File: src/rtl/mem_access_stage.sv
// mem_access_stage: EX/MEM register, data-memory req/ack FSM, load/store
// formatting and MEM/WB register.
// Optional build macro: MEM_MISALIGN_CHECK_EN. When it is defined, misaligned
// halfword/word accesses are not sent to memory. They retire with
// regWrite_MEMOut=0 and misalign_MEMOut=1.
module mem_access_stage #(
    parameter int XLEN       = 32,
    parameter int REG_ADDR_W = 5
) (
    input  logic                  clk,
    input  logic                  rstN,
    input  logic                  flush,
    input  logic                  valid_EXIn,
    input  logic [XLEN-1:0]       aluResult_EXIn,
    input  logic [XLEN-1:0]       storeData_EXIn,
    input  logic [2:0]            func3_EXIn,
    input  logic                  memWrite_EXIn,
    input  logic                  memRead_EXIn,
    input  logic                  regWrite_EXIn,
    input  logic                  memToRegWrite_EXIn,
    input  logic [REG_ADDR_W-1:0] rd_EXIn,
    output logic                  stall_MEMOut,
    output logic                  dmemReq,
    output logic                  dmemWe,
    output logic [XLEN-1:0]       dmemAddr,
    output logic [XLEN-1:0]       dmemWData,
    output logic [3:0]            dmemByteEn,
    input  logic                  dmemAck,
    input  logic [XLEN-1:0]       dmemRData,
    output logic                  valid_MEMOut,
    output logic                  regWrite_MEMOut,
    output logic                  memToRegWrite_MEMOut,
    output logic [XLEN-1:0]       aluResult_MEMOut,
    output logic [XLEN-1:0]       loadData_MEMOut,
    output logic [REG_ADDR_W-1:0] rd_MEMOut
`ifdef MEM_MISALIGN_CHECK_EN
    ,
    output logic                  misalign_MEMOut
`endif
);

    // REQ means M holds a memory op that is waiting for dmemAck.
    typedef enum logic {IDLE, REQ} state_t;
    state_t state, state_nxt;

    // EX/MEM register contents
    logic                  m_valid, m_we, m_re, m_rw, m_m2r;
    logic [XLEN-1:0]       m_alu, m_sdata;
    logic [2:0]            m_f3;
    logic [REG_ADDR_W-1:0] m_rd;

    logic            ex_mis, m_mis, ex_mem;
    logic [3:0]      be;
    logic [XLEN-1:0] wd, ld_fmt;
    logic [7:0]      byte_sel;
    logic [15:0]     half_sel;
    logic            leaving;

`ifdef MEM_MISALIGN_CHECK_EN
    // Size comes from func3[1:0]. 00 is byte, 01 is halfword, anything else is word.
    function automatic logic misaligned(input logic [2:0] f3, input logic [1:0] a);
        case (f3[1:0])
            2'b00:   misaligned = 1'b0;
            2'b01:   misaligned = a[0];
            default: misaligned = (a != 2'b00);
        endcase
    endfunction
    assign ex_mis = (memRead_EXIn | memWrite_EXIn) & misaligned(func3_EXIn, aluResult_EXIn[1:0]);
    assign m_mis  = (m_re | m_we) & misaligned(m_f3, m_alu[1:0]);
`else
    assign ex_mis = 1'b0;
    assign m_mis  = 1'b0;
`endif

    // This is the op that M captures on the next unstalled edge, if it needs the memory port.
    assign ex_mem       = valid_EXIn & ~flush & (memRead_EXIn | memWrite_EXIn) & ~ex_mis;
    assign stall_MEMOut = (state == REQ) & ~dmemAck;
    // M retires into WB on every edge where it is not stalled.
    assign leaving      = ~stall_MEMOut & m_valid;

    // FSM state register
    always_ff @(posedge clk or negedge rstN) begin
        if (!rstN) state <= IDLE;
        else       state <= state_nxt;
    end

    // Next state. The FSM enters or stays in REQ when a memory op is being
    // captured into M. That lets back-to-back accesses issue with no bubble.
    always_comb begin
        state_nxt = state;
        case (state)
            IDLE:    state_nxt = ex_mem ? REQ : IDLE;
            REQ:     if (dmemAck) state_nxt = ex_mem ? REQ : IDLE;
            default: state_nxt = IDLE;
        endcase
    end

    // EX/MEM register. It holds while an access is outstanding. Flush only
    // squashes the op being captured, never one already in M.
    always_ff @(posedge clk or negedge rstN) begin
        if (!rstN) begin
            m_valid <= 1'b0;
            m_we    <= 1'b0;
            m_re    <= 1'b0;
            m_rw    <= 1'b0;
            m_m2r   <= 1'b0;
            m_alu   <= '0;
            m_sdata <= '0;
            m_f3    <= '0;
            m_rd    <= '0;
        end else if (!stall_MEMOut) begin
            m_valid <= valid_EXIn & ~flush;
            m_we    <= memWrite_EXIn;
            m_re    <= memRead_EXIn;
            m_rw    <= regWrite_EXIn;
            m_m2r   <= memToRegWrite_EXIn;
            m_alu   <= aluResult_EXIn;
            m_sdata <= storeData_EXIn;
            m_f3    <= func3_EXIn;
            m_rd    <= rd_EXIn;
        end
    end

    // Store lane replication and byte enables, plus load lane extraction and extension.
    always_comb begin
        be       = 4'hF;
        wd       = m_sdata;
        byte_sel = dmemRData[{m_alu[1:0], 3'b000} +: 8];
        half_sel = m_alu[1] ? dmemRData[31:16] : dmemRData[15:0];
        case (m_f3[1:0])
            2'b00: begin
                be = 4'b0001 << m_alu[1:0];
                wd = {4{m_sdata[7:0]}};
            end
            2'b01: begin
                be = 4'b0011 << {m_alu[1], 1'b0};
                wd = {2{m_sdata[15:0]}};
            end
            default: ;
        endcase
        case (m_f3)
            3'b000:  ld_fmt = {{24{byte_sel[7]}}, byte_sel};
            3'b001:  ld_fmt = {{16{half_sel[15]}}, half_sel};
            3'b100:  ld_fmt = {24'h0, byte_sel};
            3'b101:  ld_fmt = {16'h0, half_sel};
            default: ld_fmt = dmemRData;
        endcase
    end

    // The memory port is gated by REQ, so an idle port (or one in reset) drives all zeros.
    assign dmemReq    = (state == REQ);
    assign dmemWe     = dmemReq & m_we;
    assign dmemAddr   = dmemReq ? {m_alu[XLEN-1:2], 2'b00} : '0;
    assign dmemWData  = dmemReq ? wd : '0;
    assign dmemByteEn = dmemReq ? be : 4'h0;

    // MEM/WB register. When nothing retires, valid and regWrite drop and the data fields hold.
    always_ff @(posedge clk or negedge rstN) begin
        if (!rstN) begin
            valid_MEMOut         <= 1'b0;
            regWrite_MEMOut      <= 1'b0;
            memToRegWrite_MEMOut <= 1'b0;
            aluResult_MEMOut     <= '0;
            loadData_MEMOut      <= '0;
            rd_MEMOut            <= '0;
        end else if (leaving) begin
            valid_MEMOut         <= 1'b1;
            regWrite_MEMOut      <= m_rw & ~m_mis;
            memToRegWrite_MEMOut <= m_m2r;
            aluResult_MEMOut     <= m_alu;
            rd_MEMOut            <= m_rd;
            if (m_re && !m_mis) loadData_MEMOut <= ld_fmt;
        end else begin
            valid_MEMOut         <= 1'b0;
            regWrite_MEMOut      <= 1'b0;
        end
    end

`ifdef MEM_MISALIGN_CHECK_EN
    // One-cycle misalign flag that travels with the retiring op.
    always_ff @(posedge clk or negedge rstN) begin
        if (!rstN) misalign_MEMOut <= 1'b0;
        else       misalign_MEMOut <= leaving & m_mis;
    end
`endif

endmodule

File: config.mk
export PLATFORM = sky130hd
export DESIGN_NAME = mem_access_stage
export DESIGN_NICKNAME = d
export VERILOG_FILES = /design/src/rtl/mem_access_stage.sv
export SDC_FILE = /design/constraint.sdc
export NUM_CORES = 1
export LEC_CHECK = 0
export ABC_AREA = 1
export ABC_CLOCK_PERIOD_IN_PS = 2600
export CORE_UTILIZATION = 49
export DETAILED_ROUTE_END_ITERATION = 6
export PLACE_DENSITY = 0.86
export SKIP_CTS_REPAIR_TIMING = 1
export SLEW_MARGIN = 20
export SYNTH_ARGS = -nofsm -noshare
export SYNTH_HDL_FRONTEND = slang
export SYNTH_SLANG_ARGS = --single-unit
File: constraint.sdc
create_clock -name clk -period 2.6 [get_ports clk]
set_clock_uncertainty 0.05 [all_clocks]
set_input_delay 0.52 -clock clk [delete_from_list [all_inputs] [get_ports clk]]
set_output_delay 0.52 -clock clk [all_outputs]
set_load 0.03 [all_outputs]
==> key figures <==
GRT
  • GRT Max-Usage Layer: met2
  • Tot GR Track Use: 0.277
  • Initial antenna violation count: 0
  • Met3 usage in global routing: 0.0855
  • Largest net degree at the start of global routing: 79
  • First-pass GRT wire length: 34500 µm
  • Total global routing overflow: 0
  • Grt met2 use: 0.460
  • Number of global-route vias before repair: 7041
  • Met1 usage: 0.338

Drt
  • Number of DRC markers in iteration 0: 584
  • Vias: 7144
  • Vias per cell: 5.02
  • DRT Pass-1 Iters: 6
  • Final ANT Viol Nets: 0
  • Routed len/inst: 14.8 µm
  • Final wirelength: 21000 µm
  • Residual DRC: 0

Critical path
  • Slowest CP cell: clkdlybuf4s50_1
  • Crit-path max cell delay: 0.66 ns
  • Reg2reg setup slack: 0.63 ns
  • Cell family with most CP delay: buffers and inverters
  • Startpoint types: flip-flop
  • CP Buf/Inv Count: 3
  • Crit path capture type: output pin
  • Critical Path, Cell by Cell: buf_4 > nand2_1 > inv_1 > clkdlybuf4s50_1
  • CP Data Required Time: 2.03 ns
  • Critical setup path kind: reg2out
  • CP arrival: 1.96 ns
  • Critical path peak fanout: 20

Finish
  • Final design utilization: 0.734
  • Commonest non-fill, non-tap cells in the layout: nand2_1 (341), clkdlybuf4s50_1 (209), inv_1 (160)
  • Final Instance Area: 0.0107 mm²
  • FILL cells: 1068
  • Share of layout cells above drive strength 1: 0.0953
  • Nets: 1338
  • Area Growth Syn to Fin: 45.9%
  • ANT cells: 0
  • Reg area: 0.00376 mm²
  • Multi-input gate area: 0.00270 mm²
  • Commonest non-fill, non-tap cell in the layout: nand2_1

Run status
  • Outcome: completed

Floorplan
  • Ports: 256
  • DIE AREA: 0.0155 mm²
  • Die Height: 124 µm
  • Initial Util: 0.503
  • Total core area: 0.0146 mm²
  • Num rows: 44
  • Die Wd: 124 µm

Min path
  • Hold Path Class: in2async

Timing
  • Fmax: 0.395 GHz
  • Fin Hold WS: 0.0175 ns
  • Crit share post-route: 0.975
  • Slew HR: 0.596
  • Worst Tran Pin Value: 0.606 ns
  • Max Slew Vio Count: 0
  • Minimum clock period: 2.53 ns
  • Final hold violations: 0
  • Final setup viols: 0

Power and ir drop
  • Switching part of the total: 0.338
  • Clk pwr share: 0.319
  • Switching power: 2850 µW
  • LEAKAGE: 0.00597 µW
  • Gate power share: 0.326
  • Pwr dens: 789 mW/mm²
  • Internal power: 5590 µW
  • Peak supply drop: 585 µV
  • Sequential share of power: 0.355

CTS
  • Insertion delay to the later sink of the worst-skew pair: 0.41 ns
  • CTS sink cnt: 150
  • Clk slew on worst S/H paths: 0.06 ns
  • CTS max path bufs: 2
  • Root Driver: clkbuf_16
  • CTS tree: done
  • CTS H-tree lvls: 4
  • CTS buffer count: 17

Synthesis
  • Yosys cell types: 22
  • Syn avg cell area: 7.45 µm²
  • Seq/Total Area, Yosys: 0.512
  • Post-Synthesis Cells: 985
  • Syn Std Cell Area: 0.00734 mm²
  • Post-synthesis register bit count: 150
  • YS warnings: 0

Placement
  • DPL Wire Length: 14500 µm
  • Port Buffers: 253
  • Gpl congestion: 0.867
  • Placed Area: 0.00997 mm²

Flow run
  • Max-cap viol count: 0
-- worst reg2reg max path, stage by stage (launching register included) --
cell and delay, ns:
dfrtp_2 0.48, buf_4 0.21, nand2_4 0.10, nand3_2 0.35
inv_2 0.39, or2_2 0.17, inv_1 0.03, a21oi_1 0.12
-- metal layers --
| layer | part of all wire | wire (µm) |
|---|---|---|
| met1 | 0.40 | 8290 |
| met2 | 0.49 | 10200 |
| met3 | 0.090 | 1890 |
| met4 | 0.029 | 611 |
| met5 | 0 | 0 |
-- final timing paths --
check	from	endpoint	depth (start not counted)
setup / recovery	dmemReq	dmemAddr[31]	4
min in group clk	m_sdata[27]	m_sdata[27]	2
setup reg to reg	dmemReq	loadData_MEMOut[7]	7
hold reg to reg	m_sdata[27]	m_sdata[27]	2
max in group asynchronous	rstN	aluResult_MEMOut[14]	2
hold / removal	rstN	aluResult_MEMOut[7]	1
-- flip-flops by register name, indices dropped and copies added, names as in the netlist, 3 cells and up --
register / cells
rd_MEMOut: 5
m_f3: 3
m_sdata: 32
m_alu: 32
aluResult_MEMOut: 32
m_rd: 5
loadData_MEMOut: 32
-- power groups by stage --
stage               sequential [µW]  clock, µW  combinational [µW]
floorplan                      3570          0                 946
global placement               3020          0                2680
detailed placement             3030          0                2730
CTS                            3000       2730                2750
global route                   3050       2830                2960
finish                         3000       2690                2750
-- area by class of cell --
type / count / share of cell area
multi-input cells: 617 / 0.252
clock buffers: 23 / 0.0456
inverters: 163 / 0.0572
flip-flops and latches: 150 / 0.351
well taps: 184 / 0.0215
clock inverters: 9 / 0.0152
repair buffers: 276 / 0.257
-- synth_stat cells, drive strengths merged --
library cell  instances  area share
a21oi                44       0.030
buf                  31       0.025
clkbuf               25       0.013
conb                  1     0.00051
dfrtp               150        0.51
inv                 163       0.083
nand2               348        0.18
nand3                33       0.029
nor2                 49       0.025
nor3                  2      0.0014
o21ai               114       0.078
o22ai                 8      0.0068
or2                  17       0.014
-- stage by stage --
step	setup slack (ns)	setup TNS [ns]	total power [µW]	instances
2_1_floorplan	0.396	0	4520	986
3_3_place_gp	0.333	0	5710	1386
3_5_place_dp	0.324	0	5760	1386
4_1_cts	-0.0854	-0.719	8480	1418
5_1_grt	-0.0191	-0.0273	8840	1422
6_report	0.0654	0	8440	1422
-- cells by family after synthesis --
family	count (synthesis)	share of synthesized area
buf+inv	219	0.122
other cells	1	0.000511
flops	150	0.512
simple gates	449	0.251
compound gates	166	0.115
Power figures use the tool's default switching activity.
==> RTL edit 1, RTL diff (same flow settings) <==
The option `MEM_MISALIGN_CHECK_EN` is turned on by a define.
--- a/src/rtl/mem_access_stage.sv
+++ b/src/rtl/mem_access_stage.sv
@@ -3,6 +3,8 @@
 // Optional build macro: MEM_MISALIGN_CHECK_EN. When it is defined, misaligned
 // halfword/word accesses are not sent to memory. They retire with
 // regWrite_MEMOut=0 and misalign_MEMOut=1.
+`define MEM_MISALIGN_CHECK_EN
+
 module mem_access_stage #(
     parameter int XLEN       = 32,
     parameter int REG_ADDR_W = 5
Function (old outputs only; new: misalign_MEMOut): changed (Yosys sat finds a counterexample within 4 cycles, from zero or initial values and one cycle with rstN low).
==> RTL edit 1 against the unedited design <==
Sequential share of layout area is 1.6 points higher. Design area down 3.7%. Worst setup slack improved by 0.056 ns. First-iteration DRC count is 2.6% higher. Sequential cell count is 1 higher. Power shrank 6.6%. Critical path type unchanged. Synthesized area shrank 1.6%. Wire length is 0.28% higher.
==> RTL edit 1: results (changes against the unedited design) <==
Placed Instances: 1,315 (was 1,386)
static power due to leakage: 0.00526 uW (was 0.00597 uW)
Post-DP HPWL: 14.7 mm (was 14.5 mm)
RR Endpoint: loadData_MEMOut[17] (was loadData_MEMOut[7])
source-to-sink clock delay at the later pin of the worst-skew pair: 0.43 ns (was 0.41 ns)
Max Fanout on Critical Path: 38 (was 20)
worst slew margin relative to its limit: 54.0% (was 59.6%)
fraction of layout cells with a size suffix above 1: 7.54% (was 9.53%)
Worst Setup Slack, final: 0.122 ns (was 0.0654 ns)
cell with the largest stage delay on the worst path: sky130_fd_sc_hd__dfrtp_1 (was sky130_fd_sc_hd__clkdlybuf4s50_1)
Placed Instance Area: 9760 sq um (was 9970 sq um)
status: finished clean (unchanged)
list of most frequent post-synthesis cells: sky130_fd_sc_hd__nand2_1 (279), sky130_fd_sc_hd__dfrtp_1 (151), sky130_fd_sc_hd__o21ai_0 (138) (was sky130_fd_sc_hd__nand2_1 (342), sky130_fd_sc_hd__inv_1 (160), sky130_fd_sc_hd__dfrtp_1 (150))
r2r worst-path depth: 8 (was 7)
count of cell types in the netlist: 27 (was 22)
Worst setup endpoint: dmemWData[30] (was dmemAddr[31])
register area share after synthesis: 52.3% (was 51.2%)
post-synthesis compound-gate area fraction: 14.1% (was 11.5%)
Pre-antenna DRT Iters: 7 (was 6)
largest net degree at the start of global routing: 80 (was 79)
critical register-to-register path startpoint: m_f3[1] (was dmemReq)
flop2flop setup slack: 0.65 ns (was 0.63 ns)
average wire per cell in the routed design: 15.6 microns (was 14.8 microns)
filler cell count: 1,102 (was 1,068)
cell count after synthesis: 922 (was 985)
initial DRC count: 599 (was 584)
maximum cell stage delay along the critical path: 0.41 ns (was 0.66 ns)
GR Util All Layers: 29.1% (was 27.7%)
number of buffers inserted by port buffering: 254 (was 253)
number of global-route vias before repair: 6,620 (was 7,041)
largest vdd supply drop: 0.440 mV (was 0.585 mV)
wire length of the first global-routing pass: 33.4 mm (was 34.5 mm)
Worst Path Arrival: 1.91 ns (was 1.96 ns)
-- RTL edit 1: cell count changes in the layout (fill, tap and decap cells not counted), sizes merged, moves of 15 or more --
cell           change
dlymetal6s2s      -17
nand3             -15
inv               -40
o21ai             +24
or2               -17
nand2             -59
a21oi             -21
nor2              +46
clkdlybuf4s50     +15
-- RTL edit 1: final cells by class --
cell class	count	area share, %
clock buffer	22	4.41
clock inverter	10	0.947
inverter	126	4.70
multi-input combinational	593	26.0
sequential	151	36.7
tap	180	2.18
timing repair buffer	265	25.1
-- RTL edit 1: routing by layer --
metal	share of wire, %	vias up	GRT usage (%)
met1	40	3238	37.2
met2	49	320	47.2
met4	2.5	0	11.0
li1	-	3317	-
met3	8.4	43	7.80
met5	0	-	0
-- RTL edit 1: report_power, final --
group	switching [uW]	leakage, uW	internal (uW)
registers	245	0.00181	2760
clock network	969	0.000261	1340
logic	1540	0.00319	1020
total	2760	0.00526	5120
==> RTL edit 2, RTL diff (same flow settings) <==
Without the edit above. Change the parameter `REG_ADDR_W` from 5 to 3.
--- a/src/rtl/mem_access_stage.sv
+++ b/src/rtl/mem_access_stage.sv
@@ -5,7 +5,7 @@
 // regWrite_MEMOut=0 and misalign_MEMOut=1.
 module mem_access_stage #(
     parameter int XLEN       = 32,
-    parameter int REG_ADDR_W = 5
+    parameter int REG_ADDR_W = 3
 ) (
     input  logic                  clk,
     input  logic                  rstN,
Interface: changed (resized rd_EXIn and rd_MEMOut); port bits go from 256 to 252. No check against the original RTL was run, so the function may have changed too.
==> RTL edit 2 against the unedited design <==
The run now ends with hold timing left. Design area fell by 3.0%. Non-clock buffer count fell by 11. Sequential cell count fell by 4. Combinational power fell by 2%. Wire length rose by 0.89%. Power fell by 2.1%. Maximum frequency fell by 0.58%. Synthesized area fell by 2.9%. Worst setup slack got worse by 0.015 ns. Largest cell class unchanged. Highest routed layer is now met5.
==> RTL edit 2: results (changes against the unedited design) <==
Pre-antenna DRT Iters: 5 (was 6)
count of cell types in the netlist: 21 (was 22)
list of most frequent post-synthesis cells: sky130_fd_sc_hd__nand2_1 (341), sky130_fd_sc_hd__inv_1 (159), sky130_fd_sc_hd__dfrtp_1 (146) (was sky130_fd_sc_hd__nand2_1 (342), sky130_fd_sc_hd__inv_1 (160), sky130_fd_sc_hd__dfrtp_1 (150))
average wire per cell in the routed design: 15.2 microns (was 14.8 microns)
largest vdd supply drop: 0.457 mV (was 0.585 mV)
Total Nets Final: 1,311 (was 1,338)
r2r worst-path depth: 8 (was 7)
static power due to leakage: 0.00566 uW (was 0.00597 uW)
flop2flop setup slack: 0.67 ns (was 0.63 ns)
Worst Path Arrival: 1.98 ns (was 1.96 ns)
Mean Syn Cell Area: 7.34 sq um (was 7.45 sq um)
Post-DP HPWL: 14.9 mm (was 14.5 mm)
Worst path top cell family by delay: buffers and inverters (unchanged)
power dissipated in the clock network: 2640 uW (was 2690 uW)
violated checks: hold timing
combinational power: 2690 uW (was 2750 uW)
switching share of power: 34.5% (was 33.8%)
fraction of layout cells with a size suffix above 1: 8.33% (was 9.53%)
Worst-Margin Slew: 0.543 ns (was 0.606 ns)
post-synthesis compound-gate area fraction: 11.5% (about the same)
number of antenna violations at the first check in global routing: 1 (was 0)
Placed Instance Area: 9700 sq um (was 9970 sq um)
status: finished with violations (was finished clean)
largest net degree at the start of global routing: 111 (was 79)
post-route design area: 10,400 sq um (was 10,700 sq um)
drt via density: 5.05 (was 5.02)
number of buffers inserted by port buffering: 249 (was 253)
register area share after synthesis: 51.3% (was 51.2%)
Setup WS pre-CTS: 0.288 ns (was 0.324 ns)
endpoints failing hold: 1 (was 0)
wire length of the first global-routing pass: 32.9 mm (was 34.5 mm)
number of global-route vias before repair: 6,682 (was 7,041)
worst hold slack after final layout: -0.00163 ns (was 0.0175 ns)
Max Fanout on Critical Path: 14 (was 20)
number of vias in the routed layout: 7,038 (was 7,144)
Placed Instances: 1,360 (was 1,386)
top area cells in the synthesized netlist: sky130_fd_sc_hd__dfrtp_1 (51%), sky130_fd_sc_hd__nand2_1 (18%), sky130_fd_sc_hd__inv_1 (8.4%) (was sky130_fd_sc_hd__dfrtp_1 (51%), sky130_fd_sc_hd__nand2_1 (17%), sky130_fd_sc_hd__inv_1 (8.2%))
[RTL edit 2: final cells by class]
type | count | area [sq um]
clock buffers | 18 | 439
multi-input cells | 609 | 2610
clock inverters | 14 | 201
repair buffers | 265 | 2640
fillers | 1064 | 3660
inverters | 161 | 607
flip-flops and latches | 146 | 3660
well taps | 180 | 225
[RTL edit 2: layer usage]
layer,GRT usage [%],up-vias,part of all wire (%)
met1,35.2,3279,39
met3,8.41,29,9.5
li1,-,3391,-
met5,0,-,0.061
met4,10.5,2,1.9
met2,47.7,337,49
[RTL edit 2: how the worst max path moves through the flow]
stage / end / start / cells after the start / slack [ns]
3_5_place_dp: dmemWData[0] / dmemReq / 4 / 0.29
2_1_floorplan: dmemWData[23] / dmemReq / 4 / 0.40
5_1_grt: dmemWData[4] / dmemReq / 4 / 0.003
6_report: dmemWData[4] / dmemReq / 4 / 0.05
3_3_place_gp: dmemAddr[2] / dmemReq / 4 / 0.34
4_1_cts: dmemWData[0] / dmemReq / 4 / -0.16
